File: src/rtl/multicycle_controller.sv
`default_nettype none
// ============================================================================
//  Module   : multicycle_controller
//  Purpose  : Moore FSM control unit for the 16-bit multi-cycle accumulator
//             CPU. Decodes opcode/func and drives every datapath select and
//             enable. Optional macro ILLEGAL_TRAP_EN routes undefined opcodes
//             to a sticky TRAP state that raises illegal_op.
//  Revision : 1.0 - initial release
// ============================================================================
module multicycle_controller #(
  parameter int OPC_W   = 4,
  parameter int FUNC_W  = 9,
  parameter int ALUOP_W = 4
) (
  input  logic               clk,
  input  logic               reset,
  input  logic [OPC_W-1:0]   opcode,
  input  logic [FUNC_W-1:0]  func,
  input  logic               zero,
  output logic               PC_Write,
  output logic               Branch,
  output logic               Jump,
  output logic               IorD,
  output logic               Mem_Read,
  output logic               Mem_Write,
  output logic               IR_Write,
  output logic               Reg_Write,
  output logic               MemtoReg,
  output logic [1:0]         regDst,
  output logic               ALUsrcA,
  output logic [1:0]         ALUsrcB,
  output logic [ALUOP_W-1:0] ALUOperation,
  output logic               inst_done,
  output logic               illegal_op
);

  localparam logic [ALUOP_W-1:0] c_ALU_ADD   = ALUOP_W'(4'b0000);
  localparam logic [ALUOP_W-1:0] c_ALU_SUB   = ALUOP_W'(4'b0001);
  localparam logic [ALUOP_W-1:0] c_ALU_AND   = ALUOP_W'(4'b0010);
  localparam logic [ALUOP_W-1:0] c_ALU_OR    = ALUOP_W'(4'b0011);
  localparam logic [ALUOP_W-1:0] c_ALU_NOTA  = ALUOP_W'(4'b0100);
  localparam logic [ALUOP_W-1:0] c_ALU_PASSB = ALUOP_W'(4'b0101);
  localparam logic [ALUOP_W-1:0] c_ALU_PASSA = ALUOP_W'(4'b0110);

  typedef enum logic [3:0] {
    S_IDLE   = 4'd0,
    S_IF     = 4'd1,
    S_ID     = 4'd2,
    S_LD_MEM = 4'd3,
    S_LD_WB  = 4'd4,
    S_ST_MEM = 4'd5,
    S_JMP    = 4'd6,
    S_BRZ    = 4'd7,
    S_C_EX   = 4'd8,
    S_C_WB   = 4'd9,
    S_I_EX   = 4'd10,
    S_I_WB   = 4'd11,
    S_TRAP   = 4'd12
  } state_t;

  state_t                r_state;
  state_t                w_next;
  logic                  w_func_onehot;
  logic                  w_c_valid;
  logic [ALUOP_W-1:0]    w_c_aluop;
  logic [ALUOP_W-1:0]    w_i_aluop;
  logic                  w_unused;

  // The zero flag is qualified in the datapath (Branch AND zero), not here.
  assign w_unused = zero;

  // C-type: exactly one func bit set, and that bit is not the NOP bit.
  assign w_func_onehot = (func != '0) && ((func & (func - 1'b1)) == '0);
  assign w_c_valid     = w_func_onehot && !func[7];
  // I-type ALU op comes straight from opcode[1:0]: ADD/SUB/AND/OR.
  assign w_i_aluop     = {{(ALUOP_W-2){1'b0}}, opcode[1:0]};

  // Map one-hot func to the ALU operation; shared by C_EX and C_WB so it holds.
  always_comb begin
    w_c_aluop = c_ALU_ADD;
    case (func)
      9'b000000001: w_c_aluop = c_ALU_PASSA;
      9'b000000010: w_c_aluop = c_ALU_PASSB;
      9'b000000100: w_c_aluop = c_ALU_ADD;
      9'b000001000: w_c_aluop = c_ALU_SUB;
      9'b000010000: w_c_aluop = c_ALU_AND;
      9'b000100000: w_c_aluop = c_ALU_OR;
      9'b001000000: w_c_aluop = c_ALU_NOTA;
      default:      w_c_aluop = c_ALU_ADD;
    endcase
  end

  // State register with asynchronous reset back to IDLE.
  always_ff @(posedge clk or posedge reset) begin
    if (reset) r_state <= S_IDLE;
    else       r_state <= w_next;
  end

  // Next-state and Moore output decode; everything defaults to 0.
  always_comb begin
    w_next       = r_state;
    PC_Write     = 1'b0;
    Branch       = 1'b0;
    Jump         = 1'b0;
    IorD         = 1'b0;
    Mem_Read     = 1'b0;
    Mem_Write    = 1'b0;
    IR_Write     = 1'b0;
    Reg_Write    = 1'b0;
    MemtoReg     = 1'b0;
    regDst       = 2'b00;
    ALUsrcA      = 1'b0;
    ALUsrcB      = 2'b00;
    ALUOperation = c_ALU_ADD;
    inst_done    = 1'b0;
    illegal_op   = 1'b0;
    case (r_state)
      S_IDLE: w_next = S_IF;
      S_IF: begin
        Mem_Read = 1'b1;
        IR_Write = 1'b1;
        ALUsrcB  = 2'b01;
        PC_Write = 1'b1;
        w_next   = S_ID;
      end
      S_ID: begin
        case (opcode)
          4'b0000: w_next = S_LD_MEM;
          4'b0001: w_next = S_ST_MEM;
          4'b0010: w_next = S_JMP;
          4'b0100: w_next = S_BRZ;
          4'b1000: w_next = S_C_EX;
          4'b1100, 4'b1101, 4'b1110, 4'b1111: w_next = S_I_EX;
`ifdef ILLEGAL_TRAP_EN
          default: w_next = S_TRAP;
`else
          default: w_next = S_IF;
`endif
        endcase
      end
      S_LD_MEM: begin
        IorD     = 1'b1;
        Mem_Read = 1'b1;
        w_next   = S_LD_WB;
      end
      S_LD_WB: begin
        Reg_Write = 1'b1;
        MemtoReg  = 1'b1;
        inst_done = 1'b1;
        w_next    = S_IF;
      end
      S_ST_MEM: begin
        IorD      = 1'b1;
        Mem_Write = 1'b1;
        inst_done = 1'b1;
        w_next    = S_IF;
      end
      S_JMP: begin
        Jump      = 1'b1;
        PC_Write  = 1'b1;
        inst_done = 1'b1;
        w_next    = S_IF;
      end
      S_BRZ: begin
        ALUsrcA      = 1'b1;
        ALUOperation = c_ALU_SUB;
        Branch       = 1'b1;
        inst_done    = 1'b1;
        w_next       = S_IF;
      end
      S_C_EX: begin
        if (w_c_valid) begin
          ALUsrcA      = 1'b1;
          ALUOperation = w_c_aluop;
          w_next       = S_C_WB;
        end else begin
          inst_done = 1'b1;
          w_next    = S_IF;
        end
      end
      S_C_WB: begin
        Reg_Write    = 1'b1;
        ALUOperation = w_c_aluop;
        regDst       = func[0] ? 2'b01 : 2'b00;
        inst_done    = 1'b1;
        w_next       = S_IF;
      end
      S_I_EX: begin
        ALUsrcA      = 1'b1;
        ALUsrcB      = 2'b10;
        ALUOperation = w_i_aluop;
        w_next       = S_I_WB;
      end
      S_I_WB: begin
        Reg_Write    = 1'b1;
        ALUOperation = w_i_aluop;
        inst_done    = 1'b1;
        w_next       = S_IF;
      end
`ifdef ILLEGAL_TRAP_EN
      S_TRAP: begin
        illegal_op = 1'b1;
        w_next     = S_TRAP;
      end
`endif
      default: w_next = S_IDLE;
    endcase
  end

endmodule
`default_nettype wire

File: config.mk
export PLATFORM = sky130hd
export DESIGN_NAME = multicycle_controller
export DESIGN_NICKNAME = d
export VERILOG_FILES = /design/src/rtl/multicycle_controller.sv
export SDC_FILE = /design/constraint.sdc
export NUM_CORES = 1
export LEC_CHECK = 0
export CELL_PAD_IN_SITES_DETAIL_PLACEMENT = 1
export CELL_PAD_IN_SITES_GLOBAL_PLACEMENT = 2
export CORE_ASPECT_RATIO = 1.25
export CORE_MARGIN = 3
export CORE_UTILIZATION = 22
export DETAILED_ROUTE_END_ITERATION = 8
export PLACE_DENSITY_LB_ADDON = 0.12
export SYNTH_ARGS = -nofsm -noshare
export SYNTH_HDL_FRONTEND = slang
export SYNTH_SLANG_ARGS = --single-unit
File: constraint.sdc
create_clock -name clk -period 4.4 [get_ports clk]
set_input_delay 0.88 -clock clk [delete_from_list [all_inputs] [get_ports clk]]
set_output_delay 0.88 -clock clk [all_outputs]
set_load 0.05 [all_outputs]
==> out/qor.txt <==
area of all placed cells without fillers = 0.001007 sq mm
number of clock sinks = 4
dominant synthesized flop cell = sky130_fd_sc_hd__dfrtp_1
number of optimization iterations in the first detailed-route pass = 3
number of maximum-capacitance constraint violations = 0
asr flop ratio synth = 1.000
area added between synthesis and finish = 42.98%
detail-routed net length per standard cell = 14.18 microns
crit-path max cell delay = 0.84 ns
post-synth design cell area = 704.4 sq um
die area = 0.003921 sq mm
grt total ovfl = 0
number of synthesized flops with an enable pin = 0
Top-Level Pins = 36
Skew-Pair Late Insertion Delay = 0.23 ns
total number of placement rows = 22
core box area = 0.003000 sq mm
Worst Clk Skew = 0.003100 ns
fin util = 0.3357
biggest fanout along the worst timing path = 6
unrepaired setup endpoints after global routing = false
Largest regs = r_state: 4 flops
actual slew at the worst max-slew pin = 0.5059 ns
Initial Util = 0.2348
Routability Congestion = 0.7319
Chip Width = 56.61 microns
clock tree from TritonCTS = done
antenna violations before repair = 0
Routed Antenna Nets = 0
wire length of the first global-routing pass = 3795 microns
worst setup slack after layout = 0.4843 ns
sum of negative setup slack = 0 ns
clock tree buffer depth = 2
post-route DRC violation count = 0
Final Hold Viols = 0
number of levels in the clock H-tree = 1
GRT Resource Usage Total = 0.1167
data required time of the worst path = 3.52 ns
Vert. Die Dim = 69.27 microns
crit share post-route = 0.8899
pin count of the biggest net entering global routing = 15
cell breakdown of the critical path = clkdlybuf4s50_1, nor4_1, o211ai_1, nor4_1, clkdlybuf4s50_1
Reg clk slew, reported paths = 0.04 ns
data arrival time of the critical path = 3.04 ns
Slew Limit Headroom = 0.6617
via density per instance = 5.064
ant diodes = 0
Post-layout nets = 141
VDD IR max = 343.7 uV
min Tclk post-route = 3.916 ns
vias in the first global route = 834
DRC marker count from the first detailed-route iteration = 16
Crit-path slowest cell = sky130_fd_sc_hd__clkdlybuf4s50_1
number of register bits inferred by synthesis = 4
cell area after placement = 984.7 sq um
power density relative to cell area = 591.3 mW/mm^2
cell type with the largest total area after synthesis = sky130_fd_sc_hd__dfrtp_1
most numerous cell types in the synthesized netlist = 11 x sky130_fd_sc_hd__nor2_1, 7 x sky130_fd_sc_hd__nand2_1, 6 x sky130_fd_sc_hd__buf_4, 6 x sky130_fd_sc_hd__o21ai_0
share of final-layout standard cells stronger than drive strength 1 = 0.1240
outcome = completed
largest cells by area after synthesis = sky130_fd_sc_hd__dfrtp_1 14%, sky130_fd_sc_hd__buf_4 6.4%, sky130_fd_sc_hd__nor2_1 5.9%
leakage = 0.3933 nW
count of buffering cells on the critical path with inverters included = 2
Synth Area per Inst = 7.338 sq um
Hold WC Path Type = register to register
post-detailed-placement half-perimeter wirelength = 1808 microns
Final Max Tran Viols = 0
cell with the most instances after synthesis = sky130_fd_sc_hd__nor2_1
post-synth top area share = 0.1421
critical path class = input pin to primary output
Reg with most FFs = r_state
final setup violation count = 0
IO Port Bufs = 31
DR vias = 795
max frequency = 255.4 MHz
flip-flop count of the largest register after layout = 4
drt total wl = 2226 microns
CTS hold repair buffers = 0
number of library cell types mapped by synthesis = 41
buffer type at the clock tree root = sky130_fd_sc_hd__clkbuf_4
critical path launch point type = input pin
setup bufs post-CTS = 0
# resized after CTS = 0
number of buffers inserted during clock tree synthesis = 3
Yosys Warn Count = 0
Mapped Cells = 96
Setup Slack @ Placement = 0.5085 ns
cell type group with the largest total delay on the critical path = buffers and inverters
CP Capture Type = primary output
proportion of synthesized chip area in sequential cells = 0.1421
-- path summary, 6_finish.rpt --
check / end / start / depth (start not counted) / slack, ns
worst max-delay path: ALUOperation[2] / func[8] / 5 / 0.48
worst min-delay path: r_state[3]$_DFF_PP0_ / r_state[0]$_DFF_PP0_ / 1 / 0.54
worst max register to register: r_state[1]$_DFF_PP0_ / r_state[1]$_DFF_PP0_ / 3 / 3.19
worst min register to register: r_state[3]$_DFF_PP0_ / r_state[0]$_DFF_PP0_ / 1 / 0.54
max in group asynchronous: r_state[2]$_DFF_PP0_ / reset / 2 / 3.42
min in group asynchronous: r_state[1]$_DFF_PP0_ / reset / 2 / 0.83
-- placed cells by master (no fill, tap or decap), drive strengths merged --
master,count
o211ai,2
a211oi,1
a31o,2
or4,1
nor4,5
nor2b,3
nand2b,4
a21oi,4
and3,1
xor2,3
o21a,1
nor2,11
buf,3
a21boi,1
ha,2
inv,4
nor3,4
a2111oi,1
o22ai,1
nand3,2
a21o,1
or3,1
o22a,1
nand4,1
o21ai,6
a211o,2
clkdlybuf4s50,28
conb,3
xnor2,1
or2,2
o2111ai,1
clkbuf,3
nand2,7
mux2i,1
nor4b,2
dfrtp,4
a311o,1
-- cells by family (layout without fill, tap and decap cells) --
logic type / after synthesis / count (layout) / share of synthesized area
compound gates: 25 / 25 / 0.2576
xor+xnor: 4 / 4 / 0.04974
fa+ha+maj: 2 / 2 / 0.03552
buf+inv: 15 / 38 / 0.1456
flops: 4 / 4 / 0.1421
mux: 1 / 1 / 0.01421
other cells: 1 / 3 / 0.005323
simple gates: 44 / 44 / 0.3499
-- metal layers --
| metal | track usage | vias to the layer above | share of wire |
|---|---|---|---|
| met5 | 0 | - | 0 |
| met4 | 0.03166 | 0 | 0 |
| met3 | 0.01676 | 0 | 0.035 |
| met2 | 0.2288 | 12 | 0.57 |
| met1 | 0.1243 | 390 | 0.39 |
| li1 | - | 393 | - |
-- layout make-up --
type / instances / area (sq um)
fillers: 378 / 1993
multi-input cells: 79 / 509.2
repair buffers: 31 / 315.3
flip-flops and latches: 4 / 100.1
well taps: 36 / 45.04
clock buffers: 3 / 22.52
inverters: 4 / 15.01
-- power breakdown --
group          switching [W]  internal, W
registers          0.0000417    0.0000517
logic               0.000301     0.000157
clock network      0.0000137    0.0000304
total               0.000356     0.000239
-- stage by stage --
| step | hold slack [ns] | total power [W] | std cells |
|---|---|---|---|
| floorplan | 0.4830 | 0.0004299 | 98 |
| global placement | 0.5351 | 0.0005543 | 154 |
| detailed placement | 0.5470 | 0.0005591 | 154 |
| CTS | 0.5539 | 0.0006077 | 157 |
| global route | 0.5721 | 0.0006399 | 157 |
| finish | 0.5440 | 0.0005956 | 157 |
Power figures use the tool's default switching activity.
